--- src/rtl/gnr_attractor_ctrl_if.sv ---
// Request/result bus of the attractor controller: a one-cycle start with its
// initial state, and the busy/done handshake with the detected results.
interface gnr_attractor_ctrl_if #(
  parameter int N_NODES = 8,
  parameter int CW      = 16
);
  logic               start;
  logic [N_NODES-1:0] init_vec;
  logic               busy;
  logic               done;
  logic               timeout;
  logic [CW-1:0]      meet_steps;
  logic [CW-1:0]      period;
  logic [N_NODES-1:0] attractor;

  modport master (
    output start, init_vec,
    input  busy, done, timeout, meet_steps, period, attractor
  );

  modport slave (
    input  start, init_vec,
    output busy, done, timeout, meet_steps, period, attractor
  );
endinterface

--- src/rtl/gnr_attractor_ctrl.sv ---
// Floyd cycle detection over dual-copy gene-network cells, followed by an
// attractor period measurement. Moore outputs only: strobes decode the state.
module gnr_attractor_ctrl #(
  parameter int N_NODES   = 8,
  parameter int CW        = 16,
  parameter int MAX_STEPS = 1000
) (
  input  logic               clk,
  input  logic               rst,
  gnr_attractor_ctrl_if.slave bus,
  input  logic [N_NODES-1:0] s0_vec_i,
  input  logic [N_NODES-1:0] s1_vec_i,
  output logic               reset_nos_o,
  output logic [N_NODES-1:0] init_state_o,
  output logic               start_s0_o,
  output logic               start_s1_o
);

  localparam logic [CW-1:0] MaxSteps = CW'(MAX_STEPS);

  typedef enum logic [2:0] {
    IDLE, LOAD, RSTEP, RCHK, PSTEP, PCHK, DONE
  } state_e;

  state_e             state_q, state_d;
  logic [CW-1:0]      k_q, k_d;
  logic [CW-1:0]      p_q, p_d;
  logic [CW-1:0]      meet_q, meet_d;
  logic [CW-1:0]      period_q, period_d;
  logic [N_NODES-1:0] init_q, init_d;
  logic [N_NODES-1:0] attr_q, attr_d;
  logic               timeout_q, timeout_d;

  // NOTE: sequential state uses non-blocking assignments so every register
  // samples the pre-edge values of the others, independent of statement order.
  always_ff @(posedge clk) begin
    if (rst) begin
      state_q   <= IDLE;
      k_q       <= '0;
      p_q       <= '0;
      meet_q    <= '0;
      period_q  <= '0;
      init_q    <= '0;
      attr_q    <= '0;
      timeout_q <= 1'b0;
    end else begin
      state_q   <= state_d;
      k_q       <= k_d;
      p_q       <= p_d;
      meet_q    <= meet_d;
      period_q  <= period_d;
      init_q    <= init_d;
      attr_q    <= attr_d;
      timeout_q <= timeout_d;
    end
  end

  // NOTE: every signal gets a hold default before the case statement, so no
  // path through the block leaves a value unassigned and no latch is inferred.
  always_comb begin
    state_d   = state_q;
    k_d       = k_q;
    p_d       = p_q;
    meet_d    = meet_q;
    period_d  = period_q;
    init_d    = init_q;
    attr_d    = attr_q;
    timeout_d = timeout_q;

    unique case (state_q)
      IDLE: begin
        if (bus.start) begin
          init_d    = bus.init_vec;
          k_d       = '0;
          p_d       = '0;
          meet_d    = '0;
          period_d  = '0;
          attr_d    = '0;
          timeout_d = 1'b0;
          state_d   = LOAD;
        end
      end
      LOAD:  state_d = RSTEP;
      RSTEP: begin
        k_d     = k_q + CW'(1);
        state_d = RCHK;
      end
      RCHK: begin
        // Odd k leaves the tortoise half a step ahead of k/2, so only even k compares.
        if (!k_q[0] && (s0_vec_i == s1_vec_i)) begin
          meet_d  = k_q;
          attr_d  = s0_vec_i;
          state_d = PSTEP;
        end else if (k_q == MaxSteps) begin
          timeout_d = 1'b1;
          period_d  = '0;
          meet_d    = k_q;
          state_d   = DONE;
        end else begin
          state_d = RSTEP;
        end
      end
      PSTEP: begin
        p_d     = p_q + CW'(1);
        state_d = PCHK;
      end
      PCHK: begin
        if (s1_vec_i == attr_q) begin
          period_d = p_q;
          state_d  = DONE;
        end else if (p_q == MaxSteps) begin
          timeout_d = 1'b1;
          state_d   = DONE;
        end else begin
          state_d = PSTEP;
        end
      end
      DONE:    state_d = IDLE;
      default: state_d = IDLE;
    endcase
  end

  assign reset_nos_o    = (state_q == LOAD);
  assign start_s0_o     = (state_q == RSTEP);
  assign start_s1_o     = (state_q == RSTEP) || (state_q == PSTEP);
  assign init_state_o   = init_q;
  assign bus.busy       = (state_q != IDLE);
  assign bus.done       = (state_q == DONE);
  assign bus.timeout    = timeout_q;
  assign bus.meet_steps = meet_q;
  assign bus.period     = period_q;
  assign bus.attractor  = attr_q;

endmodule

--- src/flat_wrapper.sv ---
// flat-port wrapper written by rule: the top's interface ports become plain ports
module gnr_attractor_ctrl_flat 
#(
  parameter int N_NODES   = 8,
  parameter int CW        = 16,
  parameter int MAX_STEPS = 1000
)
  (clk, rst, s0_vec_i, s1_vec_i, reset_nos_o, init_state_o, start_s0_o, start_s1_o, bus_start, bus_init_vec, bus_busy, bus_done, bus_timeout, bus_meet_steps, bus_period, bus_attractor);
  gnr_attractor_ctrl_if #(.N_NODES(N_NODES), .CW(CW)) bus_i ();
  input  logic clk;
  input  logic rst;
  input  logic [N_NODES-1:0] s0_vec_i;
  input  logic [N_NODES-1:0] s1_vec_i;
  output logic reset_nos_o;
  output logic [N_NODES-1:0] init_state_o;
  output logic start_s0_o;
  output logic start_s1_o;
  input wire logic [$bits(bus_i.start)-1:0] bus_start;
  input wire logic [$bits(bus_i.init_vec)-1:0] bus_init_vec;
  output wire logic [$bits(bus_i.busy)-1:0] bus_busy;
  output wire logic [$bits(bus_i.done)-1:0] bus_done;
  output wire logic [$bits(bus_i.timeout)-1:0] bus_timeout;
  output wire logic [$bits(bus_i.meet_steps)-1:0] bus_meet_steps;
  output wire logic [$bits(bus_i.period)-1:0] bus_period;
  output wire logic [$bits(bus_i.attractor)-1:0] bus_attractor;
  assign bus_i.start = bus_start;
  assign bus_i.init_vec = bus_init_vec;
  assign bus_busy = bus_i.busy;
  assign bus_done = bus_i.done;
  assign bus_timeout = bus_i.timeout;
  assign bus_meet_steps = bus_i.meet_steps;
  assign bus_period = bus_i.period;
  assign bus_attractor = bus_i.attractor;
  gnr_attractor_ctrl #(.N_NODES(N_NODES), .CW(CW), .MAX_STEPS(MAX_STEPS)) u_core (.clk(clk), .rst(rst), .bus(bus_i), .s0_vec_i(s0_vec_i), .s1_vec_i(s1_vec_i), .reset_nos_o(reset_nos_o), .init_state_o(init_state_o), .start_s0_o(start_s0_o), .start_s1_o(start_s1_o));
endmodule
--- config.mk ---
export PLATFORM = sky130hd
export DESIGN_NAME = gnr_attractor_ctrl_flat
export DESIGN_NICKNAME = d
export VERILOG_FILES = /design/src/rtl/gnr_attractor_ctrl_if.sv /design/src/rtl/gnr_attractor_ctrl.sv /design/src/flat_wrapper.sv
export SDC_FILE = /design/constraint.sdc
export NUM_CORES = 1
export LEC_CHECK = 0
export ABC_AREA = 1
export CAP_MARGIN = 20
export CORE_AREA = 10 10 122 124
export CTS_CLUSTER_SIZE = 14
export DETAILED_ROUTE_END_ITERATION = 8
export DIE_AREA = 0 0 132 134
export SLEW_MARGIN = 15
export SYNTH_ARGS = -nofsm -noshare
export SYNTH_HDL_FRONTEND = slang
export SYNTH_SLANG_ARGS = --single-unit
--- constraint.sdc ---
create_clock -name clk -period 1.77 [get_ports clk]
set_clock_uncertainty 0.2 [all_clocks]
set_input_delay 0.177 -clock clk [delete_from_list [all_inputs] [get_ports clk]]
set_output_delay 0.177 -clock clk [all_outputs]
set_load 0.02 [all_outputs]
==> flow_summary_export.csv, run 1 <==
group,metric,value,unit
placement,io_buffers,80,
final_layout,final_cell_mix,"nand2_1 (147), nor2_1 (81), dfxtp_1 (73)",
final_layout,final_common_cell,"nand2_1",
routing,drc,0,
sta,layout_min_cycle_time,1.78,ns
placement,placed_cells,910,
global_route,gr-usage-all-layers,14.2,%
synthesis,synth_top_family_by_area,"simple AND/OR/NAND/NOR gates",
floorplan,core,12500,µm²
sta,hold_viol,0,
floorplan,row_count,41,
cts,clk_pin_slew,0.06,ns
global_route,antenna_found_initial,0,
routing,wl_per_cell,14.4,µm
synthesis,synth-xor-area-share,1.90,%
synthesis,async_flop_share,0,%
cts,h-tree-depth,3,
synthesis,muxShareOfSynthArea,0,%
placement,place.gp.congestion,0.865,
synthesis,syn_nets,653,
floorplan,dieHeight,134,µm
synthesis,yosysTopAreaCellShare,40.5,%
sta,final.setup.worst_slack,-0.00631,ns
power,leakage,2.86,nW
synthesis,syn_area,4150,µm²
final_layout,nets,799,
synthesis,ys_top_cells_by_area,"dfxtp_1 (40%), nand2_1 (15%), nor2_1 (8.7%), nand3_1 (7.6%), a21oi_1 (7.1%)",
placement,dpl-instance-area,5570,µm²
worst_setup_path,critPathRequiredTime,1.79,ns
routing,first_pass_iters,5,
final_layout,finish.utilization,54.0,%
worst_setup_path,cp_cell_sequence,"buf_4 -> ha_4 -> nand2_2 -> nor2_4 -> nand2_2 -> nor2_4 -> nand4_1 -> nor2_1 -> a211oi_2",
sta,setup_viol,1,
sta,drv_slew,0,
global_route,grt_pass1_vias,4306,
worst_setup_path,arrival,1.79,ns
synthesis,synthAdderAreaFrac,1.21,%
sta,whs,0.216,ns
power,vdd_drop_max,373,µV
outcome,violations,"negative setup slack",
synthesis,synth-simple-area-share,34.1,%
synthesis,synth-compound-area-share,14.3,%
sta,maxSlewHeadroom,73.8,%
synthesis,ys_types,37,
worst_setup_path,crit_slowest_cell,"dfxtp_2",
routing,routed_via_density,4.92,
final_layout,drive_above_1_share,27.9,%
synthesis,synthFlopType,"dfxtp_1",
cts,root_buffer,"clkbuf_16",
cts,cts_buffer_depth,2,
cts,cts_inserted_buffers,9,
global_route,grt_overflow_total,0,
worst_setup_path,crit_fanout,6,
synthesis,avgSynthCellArea,6.68,µm²
floorplan,top_level_ports,81,
cts,clk_latency,0.35,ns
power,cellPowerDensity,873,nW/µm²
worst_setup_path,crit_path_start_kind,"flop",
cts,cts_tree,"yes",
worst_setup_path,path_buf_inv,1,
global_route,grt_max_degree,47,
synthesis,synth_edf_count,0,
final_layout,design_area,6730,µm²
cts,cts_sinks,84,
worst_setup_path,max_stage_delay,0.35,ns
sta,tightest_slew,0.393,ns
routing,num_vias,4649,
synthesis,postSynthCellCount,622,
placement,place_ws,-0.276,ns
placement,dp_hpwl,8750,µm
synthesis,seq_area_frac_synth,40.5,%
outcome,status,"finished, violations left",
synthesis,yosys_warnings,0,
hold_path,hold_path_class,"in -> reg",
routing,drt_wl_total,13600,µm
final_layout,area_delta_synth_final,62.0,%
worst_setup_path,crit_type,"reg -> reg",
routing,drtAntennaViolNets,0,
sta,fmax,563,MHz
global_route,grt_pass1_wl,21000,µm
final_layout,diodes,0,
floorplan,die_area,17700,µm²
routing,drt_iter0_drc,272,
sta,rsz0062_at_grt,"true",
synthesis,yosysTopAreaCell,"dfxtp_1",
final_layout,stdcell_count,945,
sta,fin_crit_sh,100,%
flow_run,maxCapViolations,0,
floorplan,start_util,33.3,%
worst_setup_path,end_kind,"flop",
floorplan,die_w,132,µm
worst_setup_path,crit_family,"simple AND/OR/NAND/NOR gates",
synthesis,ys_ff_latch,84,
==> sequential cells by signal (all words and copies together), names as in the netlist <==
signal,cells
u_core.bus.meet_steps,16
u_core.bus.period,16
u_core.k_q,16
u_core.p_q,16
u_core.bus.attractor,8
u_core.init_state_o,8
u_core.state_q,3
u_core.bus.timeout,1
==> worst min-delay path, delay by kind of cell <==
family | cells | cell delay [ns]
buf+inv | 1 | 0.39
simple gates | 2 | 0.15
==> path summary, 6_finish.rpt <==
kind                                                       from                                   to  slack, ns  depth (start not counted)
worst max-delay path                 u_core.k_q[0]$_SDFFE_PP0P_          u_core.k_q[14]$_SDFFE_PP0P_     -0.006                          9
worst max register to register       u_core.k_q[0]$_SDFFE_PP0P_          u_core.k_q[14]$_SDFFE_PP0P_     -0.006                          9
worst min register to register  u_core.bus.timeout$_SDFFE_PP0P_      u_core.bus.timeout$_SDFFE_PP0P_       0.27                          2
worst min-delay path                            bus_init_vec[6]  u_core.init_state_o[6]$_SDFFE_PP0P_       0.22                          3
==> per-layer routing <==
layer  vias up  track usage, %  routed length, µm
li1       2339               -                  -
met1      2155            18.6               6370
met2       138            20.9               6020
met3        17            4.33                978
met4         0            6.61                264
met5         -               0                  0
==> logic make-up after synthesis <==
family | count (synthesis)
and+or+nand+nor | 341
AOI/OAI and AO/OA | 105
DFF | 84
buffers and inverters | 79
xor gates and xnor gates | 9
adders and majority gates | 4
==> stage by stage <==
stage	setup TNS (ns)	total power, mW
floorplan	0	2.88
finish	-0.00631	5.87
CTS	-0.616	5.72
detailed placement	-10.72	3.50
global placement	-9.73	3.48
global route	-2.75	6.17
==> where the power goes <==
part	internal [mW]	switching, mW
Combinational	0.825	0.867
Sequential	2.04	0.0910
Clock	1.27	0.779
==> cells in the mapped netlist (2+ instances only) <==
cell,number
o21ai_0,19
a311oi_1,2
xor2_1,5
inv_1,40
a22oi_1,4
clkbuf_1,12
nand3_2,3
a221oi_1,3
nor4_1,2
dfxtp_1,84
nand4_1,3
buf_6,2
xnor2_1,4
nand3_1,63
nand2_1,161
nor2_1,96
a21oi_1,59
a31oi_1,2
nor3_1,6
nor2_2,2
ha_1,4
o22ai_1,2
buf_2,11
nand3b_1,2
inv_2,10
a211oi_1,9
buf_1,2
==> repair_timing <==
| item | CTS | global route |
|---|---|---|
| gates resized for setup | 43 | 117 |
| setup buffers | 5 | 4 |
| endpoints found under the hold margin | 0 | 1 |
| pin swaps | 1 | 20 |
| hold buffers | 0 | 1 |
| cloned | 2 | 8 |
| endpoints found under the setup margin | 23 | 71 |
==> layout make-up <==
type | instances | area, µm²
clock buffer | 11 | 243
clock inverter | 5 | 75.1
fill | 1181 | 5740
inverter | 51 | 196
multi-input combinational | 459 | 2630
sequential | 84 | 1700
tap | 172 | 215
timing repair buffer | 163 | 1670
Note: power is estimated with default switching activity, not from simulation.
==> inputs of run 2 (changes only) <==
Settings changed: CTS_CLUSTER_SIZE 14 to 8.
==> results of run 2 <==
No change in the layout: final DEF, timing and power equal those of run 1.
==> inputs of run 3 (changes only) <==
Settings changed: CAP_MARGIN 20 to not set.
Clock period 1.77 ns to 1.7 ns, I/O delays scaled along.
==> run 3 against run 2 <==
- largest power group unchanged
- non-clock buffer count rose by 8
- global-route usage fell by 0.42 points
- critical path depth rose by 1
- combinational power barely moved
- register-to-register slack got worse by 0.09 ns
- cell count rose by 0.85%
- largest cell class unchanged
- the run still ends with negative setup slack left
- clock power barely moved
- core utilization fell by 0.26 points
- sequential cell count did not move
- via count fell by 0.39%
- die area did not move
==> flow_summary_export.csv, run 3 (synthesized netlist as in run 1, its figures left out) <==
group,metric,value,unit
outcome,status,"finished, violations left",
outcome,violations,"negative setup slack",
hold_path,min_to,"u_core.init_state_o[6]$_SDFFE_PP0P_",
floorplan,dieHeight,134,µm
final_layout,regArea,1700,µm²
global_route,grt_pass1_vias,4319,
sta,fin_crit_sh,106,%
final_layout,area_delta_synth_final,61.2,%
cts,cts_inserted_buffers,9,
worst_setup_path,r2r_end,"u_core.bus.meet_steps[11]$_SDFFE_PP0P_",
routing,num_vias,4631,
cts,cts_buffer_depth,2,
worst_setup_path,timing.rr.start,"u_core.k_q[0]$_SDFFE_PP0P_",
sta,final.setup.tns,-2.14,ns
placement,place.gp.congestion,0.894,
final_layout,finish.utilization,53.7,%
sta,fmax,556,MHz
worst_setup_path,critPathRequiredTime,1.74,ns
global_route,grt_overflow_total,0,
hold_path,hold_path_class,"in -> reg",
cts,root_buffer,"clkbuf_16",
routing,routed_via_density,4.86,
power,power_frac_comb,28.4,%
power,p_sw_share,31.1,%
placement,io_buffers,80,
floorplan,row_count,41,
global_route,antenna_found_initial,0,
worst_setup_path,crit_family,"simple AND/OR/NAND/NOR gates",
worst_setup_path,crit_fanout,8,
cts,clk_pin_slew,0.07,ns
worst_setup_path,max_stage_delay,0.36,ns
worst_setup_path,cp_cell_sequence,"inv_2 -> ha_4 -> nand3_2 -> nor2_2 -> nand2_2 -> buf_4 -> nand3_4 -> clkbuf_16 -> a21oi_1 -> nor2_1",
final_layout,nets,807,
worst_setup_path,crit_path_start_kind,"flop",
hold_path,min_from,"bus_init_vec[6]",
power,vdd_drop_max,485,µV
worst_setup_path,cp.depth,10,
power,p_clk_share,34.5,%
sta,rsz0062_at_grt,"true",
floorplan,top_level_ports,81,
sta,maxSlewHeadroom,74.0,%
routing,drt_iter0_drc,273,
worst_setup_path,path_buf_inv,3,
final_layout,fillers,1179,
cts,clk_latency,0.35,ns
sta,hold_viol,0,
routing,first_pass_iters,5,
sta,setup_viol,35,
final_layout,diodes,0,
global_route,grt_max_degree,46,
power,cellPowerDensity,887,nW/µm²
floorplan,core,12500,µm²
power,leakage,3.18,nW
cts,cts_sinks,84,
routing,drtAntennaViolNets,0,
worst_setup_path,r2r_cells,10,
sta,drv_slew,0,
placement,dp_hpwl,8780,µm
routing,drc,0,
global_route,gr-usage-all-layers,13.8,%
power,switching_power,1.85,mW
worst_setup_path,end_kind,"flop",
final_layout,final_common_cell,"nand2_1",
final_layout,final_cell_mix,"nand2_1 (149), nor2_1 (79), dfxtp_1 (74)",
final_layout,multiInputGateArea,2500,µm²
sta,final.setup.worst_slack,-0.0997,ns
floorplan,start_util,33.3,%
flow_run,maxCapViolations,0,
final_layout,drive_above_1_share,25.4,%
cts,hold_buffers,0,
cts,h-tree-depth,3,
worst_setup_path,rrSetupSlack,-0.1,ns
worst_setup_path,crit_type,"reg -> reg",
routing,drt_wl_total,13400,µm
floorplan,die_area,17700,µm²
floorplan,die_w,132,µm
sta,layout_min_cycle_time,1.80,ns
power,p_seq_share,37.1,%
power,internal_power,4.09,mW
routing,wl_per_cell,14.0,µm
worst_setup_path,crit_slowest_cell,"dfxtp_2",
hold_path,min_path_cells,3,
sta,tightest_slew,0.390,ns
cts,cts_tree,"yes",
worst_setup_path,arrival,1.84,ns
global_route,grt_pass1_wl,20600,µm
==> run 3: cell types whose count changed in the layout (fill, tap and decap cells not counted), moves of 4 or more <==
cell / before / now
buf_4: 62 / 73
clkdlybuf4s50_1: 64 / 37
dfxtp_2: 10 / 6
dlygate4sd2_1: 0 / 8
dlymetal6s2s_1: 11 / 30
nand3_1: 27 / 55
nand3_2: 31 / 7
nand3_4: 8 / 4
nor2_4: 5 / 10
==> run 3: worst reg2reg max path, delay by kind of cell, from the launching register on <==
kind                       cells  cell delay (ns)
adders and majority gates      1             0.15
and+or+nand+nor                5             0.44
AOI/OAI and AO/OA              1             0.15
DFF                            1             0.36
buffers and inverters          3             0.40
==> run 3: timing repair <==
item                                    in CTS  in global routing
cloned                                       1                  8
endpoints found under the setup margin      72                 93
pin swaps                                    5                 18
resized for setup                           49                124
setup buffers                                1                  3
==> run 3: stage by stage <==
step | cell area, µm² | worst slack, ns | power [mW] | hold slack [ns] | instances
2_1_floorplan | 4150 | 0.00911 | 3.00 | 0.105 | 622
4_1_cts | 6080 | -0.117 | 5.73 | 0.199 | 942
3_3_place_gp | 5690 | -0.363 | 3.63 | 0.245 | 924
3_5_place_dp | 5690 | -0.384 | 3.65 | 0.264 | 924
5_1_grt | 6690 | -0.186 | 6.24 | 0.215 | 953
6_report | 6690 | -0.0997 | 5.94 | 0.203 | 953
==> run 3: worst max path at each step <==
stage                                              to                            startpoint  slack, ns
3_3_place_gp               u_core.p_q[8]$_SDFFE_PP0P_                             bus_start      -0.36
4_1_cts            u_core.bus.period[10]$_SDFFE_PP0P_        u_core.state_q[0]$_SDFFE_PP0N_      -0.12
2_1_floorplan       u_core.bus.period[0]$_SDFFE_PP0P_  u_core.bus.attractor[1]$_SDFFE_PP0P_      0.009
6_report       u_core.bus.meet_steps[11]$_SDFFE_PP0P_            u_core.k_q[0]$_SDFFE_PP0P_       -0.1
3_5_place_dp               u_core.p_q[8]$_SDFFE_PP0P_                             bus_start      -0.38
5_1_grt                   u_core.k_q[14]$_SDFFE_PP0P_            u_core.k_q[0]$_SDFFE_PP0P_      -0.19
==> run 3: power groups by stage <==
| stage | Combinational, mW | Clock, mW | Sequential, mW |
|---|---|---|---|
| finish | 1.69 | 2.05 | 2.20 |
| global route | 1.84 | 2.17 | 2.22 |
| CTS | 1.45 | 2.08 | 2.21 |
| detailed placement | 1.41 | 0 | 2.25 |
| global placement | 1.40 | 0 | 2.24 |
| floorplan | 0.584 | 0 | 2.42 |
==> run 3: metal layers <==
layer	part of all wire (%)	global-route usage, %
met5	0	0
met4	1.6	5.01
met3	6.7	5.23
met2	45	20.9
met1	47	17.5
==> run 3: final cells by class <==
cell class              count  share of cell area, %
repair buffers            171                   26.4
inverters                  51                   3.05
clock inverters             7                   1.20
flip-flops and latches     84                   25.5
well taps                 172                   3.21
multi-input cells         459                   37.3
clock buffers               9                   3.36
==> RTL edit: new RTL, flow settings as in run 3 <==
`N_NODES` is set to 8 in 3 places; all go to 10.
--- a/src/rtl/gnr_attractor_ctrl_if.sv
+++ b/src/rtl/gnr_attractor_ctrl_if.sv
@@ -2,5 +2,5 @@
 // initial state, and the busy/done handshake with the detected results.
 interface gnr_attractor_ctrl_if #(
-  parameter int N_NODES = 8,
+  parameter int N_NODES = 10,
   parameter int CW      = 16
 );
--- a/src/rtl/gnr_attractor_ctrl.sv
+++ b/src/rtl/gnr_attractor_ctrl.sv
@@ -2,5 +2,5 @@
 // attractor period measurement. Moore outputs only: strobes decode the state.
 module gnr_attractor_ctrl #(
-  parameter int N_NODES   = 8,
+  parameter int N_NODES   = 10,
   parameter int CW        = 16,
   parameter int MAX_STEPS = 1000
--- a/src/flat_wrapper.sv
+++ b/src/flat_wrapper.sv
@@ -2,5 +2,5 @@
 module gnr_attractor_ctrl_flat 
 #(
-  parameter int N_NODES   = 8,
+  parameter int N_NODES   = 10,
   parameter int CW        = 16,
   parameter int MAX_STEPS = 1000
Interface: changed (5 resized); port bits go from 81 to 91. No check against the original RTL was run, so the function may have changed too.
==> RTL edit against run 3 <==
- the flow still finishes with violations (setup timing)
- sequential share of layout area rose by 0.43 points
- final cell count grew 5.1%
- power grew 2.0%
- synthesized cell count up 4.5%
- sequential cell count increased by 4
- maximum frequency up 0.51%
- core utilization grew 1.8 points
- setup slack improved by 0.0092 ns
- synthesized area rose by 6.0%
- final area grew 3.4%
- routed wire length rose by 2.6%
- highest routed layer unchanged
==> RTL edit: results (changes against run 3) <==
Global routing:
- The met1 track demand over resource is 19.0% (+1.5 points).
- The global routing usage on met3 is 4.48% (-0.75 points).
- The maximum number of pins on one net before global-route repair was 43 (-6.5%).
- The first-pass GRT wire length is 22.7 mm (+10%).
- The aggregate global-route resource usage was 15.3% (+1.5 points).
- The via count of the first global-routing pass came to 4643 (+7.5%).

Synthesis:
- The count of cell types in the netlist is 41 (+11%).
- The adder-cell share of the synthesized area was 1.14% (-0.068 points).
- Sorting the synthesized cells by how often they occur yields sky130_fd_sc_hd__nand2_1 (182), sky130_fd_sc_hd__dfxtp_1 (88), sky130_fd_sc_hd__nor2_1 (83), sky130_fd_sc_hd__a21oi_1 (57), sky130_fd_sc_hd__inv_1 (55).
- The sequential share of the synthesized area is 40.0% (-0.48 points).
- The area fraction in compound gates after synthesis is 13.6% (-0.73 points).

Placement:
- The count of buffers inserted at the top-level ports was 90 (+13%).
- The instance area at placement was 0.00615 mm² (+8.0%).
- The placer congestion estimate was 0.856 (-4.3%).

Power:
- The switching fraction of total power is 31.8% (+0.71 points).
- The power share of the combinational group is 28.9% (+0.5 points).
- The clock share of power came to 33.0% (-1.5 points).
- The worst supply voltage drop on vdd is 681 µV (+40%).
- The static leakage is 3.25 nW (+2.2%).

Final layout:
- The share of cells above drive strength 1 is 29.0% (+3.7 points).
- The final net count was 862 (+6.8%).
- The final cell count without fillers is 1002 (+5.1%).
- The number of fill cells in the layout is 1192 (+1.1%).

Clock tree:
- The post-cts repair resize count was 80 (+63%).
- The number of buffers inserted by post-CTS setup repair came to 10 (+9).

Timing:
- The slew at the pin closest to its max-slew limit is 0.289 ns (-0.101 ns).
- The minimum hold slack is 0.0461 ns (-0.156 ns).
- The final setup slack of the worst path was -0.0905 ns (+0.00920 ns).
- The number of setup violations in the final report was 19 (-46%).

Worst setup path:
- The largest stage delay on the critical path is 0.38 ns (+0.02 ns).
- The slowest stage of the critical path belongs to the cell sky130_fd_sc_hd__dfxtp_4.
- The endpoint identified for the worst register-to-register timing path is u_core.bus.period[10].

Hold path:
- The hold path startpoint is s0_vec_i[6].
- The worst hold path depth came to 4 (+1).

Route:
- The detailed router's first-iteration violation count is 234 (-14%).
- The via count of the routed design is 4803 (+3.7%).

Outcome:
- The final reports fail on setup timing.
- The run finished, with violations left.
RTL edit: cell types whose count changed after synthesis, moves of 13 or more:
cell / before / now
sky130_fd_sc_hd__nor2_2: 2 / 25
sky130_fd_sc_hd__inv_1: 40 / 55
sky130_fd_sc_hd__nand4_1: 3 / 23
sky130_fd_sc_hd__nand3_1: 63 / 27
sky130_fd_sc_hd__nor2_1: 96 / 83
sky130_fd_sc_hd__nand2_1: 161 / 182
RTL edit: metal layers:
| layer | routed length (µm) | up-vias |
|---|---|---|
| li1 | - | 2464 |
| met1 | 6200 | 2176 |
| met2 | 6310 | 148 |
| met3 | 978 | 15 |
| met4 | 231 | 0 |
| met5 | 0 | - |
RTL edit: area by class of cell:
type | count | area [µm²] | share of cell area (%)
Tap cell | 172 | 215 | 3.11
Sequential cell | 88 | 1790 | 25.9
Clock inverter | 6 | 67.6 | 0.976
Inverter | 60 | 234 | 3.38
Clock buffer | 10 | 229 | 3.31
Multi-Input combinational cell | 476 | 2570 | 37.2
Timing Repair Buffer | 190 | 1810 | 26.1
